`src/rtl/stream_pkg.sv`:
```
// Shared definitions for the stream width-conversion blocks.
// Holds the default word width and the lane-index width helper.
package stream_pkg;

    localparam int DEFAULT_WORD_WIDTH = 32;

    // Width of a lane counter covering 0..ratio-1; never narrower than 1 bit.
    function automatic int lane_count_width(input int ratio);
        return (ratio <= 2) ? 1 : $clog2(ratio);
    endfunction

endpackage : stream_pkg

```
`src/rtl/stream_upsizer.sv`:
```
// Packs RATIO narrow input words into one wide output word, lane 0 first.
// A packet end (input_last) closes the word early with unused lanes zeroed.
module stream_upsizer
    import stream_pkg::*;
#(
    parameter int WORD_WIDTH = DEFAULT_WORD_WIDTH,
    parameter int RATIO      = 4
) (
    input  logic                        clock,
    input  logic                        rst_n,
    input  logic                        input_valid,
    output logic                        input_ready,
    input  logic [WORD_WIDTH-1:0]       input_data,
    input  logic                        input_last,
    output logic                        output_valid,
    input  logic                        output_ready,
    output logic [WORD_WIDTH*RATIO-1:0] output_data,
    output logic [RATIO-1:0]            output_keep,
    output logic                        output_last
);

    localparam int COUNT_WIDTH = lane_count_width(RATIO);

    typedef logic [COUNT_WIDTH-1:0] lane_idx_t;

    if (RATIO < 2 || WORD_WIDTH < 1) begin : g_bad_params
        $error("stream_upsizer: RATIO must be >= 2 and WORD_WIDTH >= 1");
    end

    logic                        valid_q, valid_d;
    logic                        last_q,  last_d;
    logic [RATIO-1:0]            keep_q,  keep_d;
    logic [WORD_WIDTH*RATIO-1:0] data_q,  data_d;
    lane_idx_t                   count_q, count_d;

    logic in_fire;
    logic out_fire;

    // A held word blocks input unless it leaves in the same cycle.
    assign input_ready = !valid_q || output_ready;
    assign in_fire     = input_valid && input_ready;
    assign out_fire    = valid_q && output_ready;

    // Departure clears the register first, so a simultaneous arrival lands in
    // lane 0 of a clean word (count is already 0 while a word is held).
    always_comb begin
        valid_d = valid_q;
        last_d  = last_q;
        keep_d  = keep_q;
        data_d  = data_q;
        count_d = count_q;

        if (out_fire) begin
            valid_d = 1'b0;
            last_d  = 1'b0;
            keep_d  = '0;
            data_d  = '0;
            count_d = '0;
        end

        if (in_fire) begin
            data_d[count_d*WORD_WIDTH +: WORD_WIDTH] = input_data;
            keep_d[count_d]                          = 1'b1;
            if (count_d == lane_idx_t'(RATIO - 1) || input_last) begin
                valid_d = 1'b1;
                last_d  = input_last;
                count_d = '0;
            end else begin
                count_d = count_d + lane_idx_t'(1);
            end
        end
    end

    always_ff @(posedge clock or negedge rst_n) begin
        if (!rst_n) begin
            valid_q <= 1'b0;
            last_q  <= 1'b0;
            keep_q  <= '0;
            data_q  <= '0;
            count_q <= '0;
        end else begin
            valid_q <= valid_d;
            last_q  <= last_d;
            keep_q  <= keep_d;
            data_q  <= data_d;
            count_q <= count_d;
        end
    end

    assign output_valid = valid_q;
    assign output_last  = last_q;
    assign output_keep  = keep_q;
    assign output_data  = data_q;

endmodule : stream_upsizer

```
`config.mk`:
```
export PLATFORM = sky130hd
export DESIGN_NAME = stream_upsizer
export DESIGN_NICKNAME = d
export VERILOG_FILES = /design/src/rtl/stream_pkg.sv /design/src/rtl/stream_upsizer.sv
export SDC_FILE = /design/constraint.sdc
export NUM_CORES = 1
export LEC_CHECK = 0
export CORE_MARGIN = 2
export CORE_UTILIZATION = 40
export CTS_CLUSTER_SIZE = 30
export DETAILED_ROUTE_END_ITERATION = 8
export MAX_ROUTING_LAYER = met4
export PLACE_DENSITY_LB_ADDON = 0.05
export SLEW_MARGIN = 20
export SYNTH_ARGS = -nofsm -noshare
export SYNTH_HDL_FRONTEND = slang
export SYNTH_SLANG_ARGS = --single-unit
```
`constraint.sdc`:
```
create_clock -name clock -period 1.98 [get_ports clock]
set_clock_uncertainty 0.1 [all_clocks]
set_input_delay 0.297 -clock clock [delete_from_list [all_inputs] [get_ports clock]]
set_output_delay 0.297 -clock clock [all_outputs]
set_load 0.02 [all_outputs]
```
==> impl_metrics.csv <==
group,metric,value,unit
outcome,run_status,"complete, but fails checks",
outcome,violations,"setup timing",
synthesis,yosysWarnings,0,
grt,grt_pass1_wl,23.0,mm
timing,final_max_slew_viol_count,0,
critical_path,path_class,"register to register",
placement,dpl.cell_count,699,
synthesis,synth-seq-cells,136,
grt,grt_pass1_vias,4036,
timing,post-route-period-util,1.03,
cts,cts_max_level,4,
placement,dp_worst_setup_slack,-0.444,ns
route,wirelength,15.2,mm
synthesis,netlist_top_cells_area,"dfrtp_1 (67%), a22o_1 (22%), buf_2 (2.0%)",
timing,worst_slew_margin_rel,0.758,
job,maxCapViolCount,0,
cts,cts_tree,"built",
cts,cts.clk_slew.worst_paths,0.06,ns
pwr,power_density,992,nW/um2
layout,final_area,8050,um2
timing,final_hold_viol_count,0,
route,routedWlPerCell,20.6,um
cts,cts_buffers,17,
pwr,p_total,7.99,mW
grt,antenna_found_initial,0,
placement,finalWeightedCongestion,0.826,
die,rows,41,
die,die-area,13700,um2
critical_path,critical_path.endpoint_type,"register",
layout,drive_above_1_share,0.149,
route,via_per_inst,5.47,
synthesis,syn-mean-instance-area,14.5,um2
synthesis,synth_edf_count,0,
die,start_util,0.407,
critical_path,path_max_fanout,8,
timing,hold_slack,0.235,ns
synthesis,synth.yosys.seq_area_share,0.666,
synthesis,synthesis.nets,397,
critical_path,worst_setup_path_start_kind,"register",
synthesis,yosysMostFrequentCell,"dfrtp_1",
die,core_area,12600,um2
timing,tightestPinTransition,0.362,ns
placement,dp.final_hpwl,9.70,mm
cts,cts.sinks,136,
layout,diodes,0,
layout,final_nets,597,
die,die_h,117,um
synthesis,ys_types,26,
placement,post_dp_cell_area,7290,um2
layout,area_delta_synth_final,57.5,%
placement,portBuffers,171,
critical_path,r2r_cells,7,
route,drc,0,
grt,grt_max_degree,56,
pwr,power.leakage,3.66,nW
grt,gr-total-overflow,0,
critical_path,reg2reg_to,"output_data[95]",
timing,rsz0062_at_grt,"yes",
timing,maxClockFrequency,490,MHz
layout,stdcell_count,737,
synthesis,synth_common_cells,"dfrtp_1 (136), a22o_1 (128), buf_2 (20)",
cts,clk_latency,0.41,ns
route,firstDrtPassIters,6,
die,ios,172,
route,num_vias,4032,
cts,cts_root_buffer,"clkbuf_16",
synthesis,post-synth-top-area-fraction,0.666,
pwr,vdd_drop_max,0.000539,V
synthesis,syn_area,5110,um2
critical_path,r2r-start,"output_valid",
route,drt_iter0_markers,246,
cts,cts_buffer_depth,2,
synthesis,synthFlopType,"dfrtp_1",
critical_path,arrival,2.29,ns
timing,setup_viol,16,
synthesis,async_reset_ff_frac,1.00,
critical_path,cp.required,2.23,ns
synthesis,syn_inst,352,
synthesis,yosys.area.top_type,"dfrtp_1",
die,fp.dieW,117,um
grt,grt.total_usage,0.234,
critical_path,r2r_slack,-0.06,ns
worst_hold_path,hold_class,"input port to async pin",
timing,min_period,2.04,ns
route,drtAntennaViolNets,0,
timing,final.setup.worst_slack,-0.0589,ns
## power breakdown
group          internal [mW]  total (mW)  switching (mW)
logic                  0.676        1.40           0.729
clock network           2.30        3.49            1.19
registers               2.97        3.10           0.131
total                   5.95        7.99            2.05
## flip-flops by register name, summed over array words and instances (netlist names)
signal	cells
count_q	2
output_data	128
output_keep	4
output_last	1
output_valid	1
## layer usage
| metal | share of wire | track usage | vias to the layer above |
|---|---|---|---|
| met3 | 0.065 | 0.0705 | 28 |
| met1 | 0.47 | 0.325 | 2079 |
| met5 | 0 | - | - |
| li1 | - | - | 1762 |
| met4 | 0.022 | 0.102 | 0 |
| met2 | 0.44 | 0.318 | 163 |
## final cells by class
cell class	count	area (um2)
clock buffer	21	460
tap	172	215
multi-input combinational	185	1620
timing repair buffer	209	2150
sequential	136	3400
inverter	3	11.3
clock inverter	11	194
fill	967	4510
## stage by stage
step / TNS (ns) / util
after floorplan: -3.48 / -
after global placement: -45.22 / 0.580
after CTS: -0.571 / 0.634
final: -0.838 / 0.641
after detailed placement: -50.14 / 0.580
after global routing: -1.97 / 0.641
## critical path: stages (launching register included)
cell      delay (ns)
dfrtp_2         0.43
a21bo_4         0.25
ha_4            0.31
nand2b_4        0.08
nor4_4          0.34
buf_4           0.19
buf_8           0.13
a22o_1          0.14
## how the worst max path moves through the flow
stage                     slack, ns  cells past startpoint          from              end
after detailed placement      -0.44                      8  output_ready  output_data[18]
after global placement        -0.39                      8  output_ready  output_data[93]
after global routing          -0.12                      7  output_valid  output_data[88]
after CTS                     -0.04                      7  output_valid  output_data[91]
final                         -0.06                      7  output_valid  output_data[95]
after floorplan               -0.09                      7  output_valid  output_data[66]
## placed cells by master, fill, tap and decap left out, types with 3 or more instances in the layout
| master | n |
|---|---|
| a21oi_1 | 5 |
| a22o_1 | 128 |
| a31oi_1 | 4 |
| buf_12 | 9 |
| buf_4 | 21 |
| buf_6 | 5 |
| buf_8 | 3 |
| bufinv_16 | 5 |
| clkbuf_16 | 17 |
| clkdlybuf4s50_1 | 167 |
| clkinvlp_4 | 4 |
| dfrtp_1 | 135 |
| ha_1 | 6 |
| nand2_1 | 6 |
| nand2b_1 | 5 |
| nand3_1 | 5 |
| o21ai_0 | 4 |
## cells by family (layout without fill, tap and decap cells)
logic type | count (synthesis) | in the layout | synth area share
AOI/OAI and AO/OA | 146 | 146 | 0.240
DFF | 136 | 136 | 0.666
and+or+nand+nor | 31 | 31 | 0.0426
buffers and inverters | 31 | 244 | 0.0321
adders and majority gates | 8 | 8 | 0.0196
## what timing repair did
action | in CTS | in global routing
gates resized for setup | 7 | 19
gates cloned | 0 | 2
setup endpoints to repair | 38 | 124
buffers inserted | 0 | 3
endpoints found under the hold margin | 29 | 0
pin swaps | 0 | 18
hold buffers | 1 | 0
(Power assumes the default switching activity.)
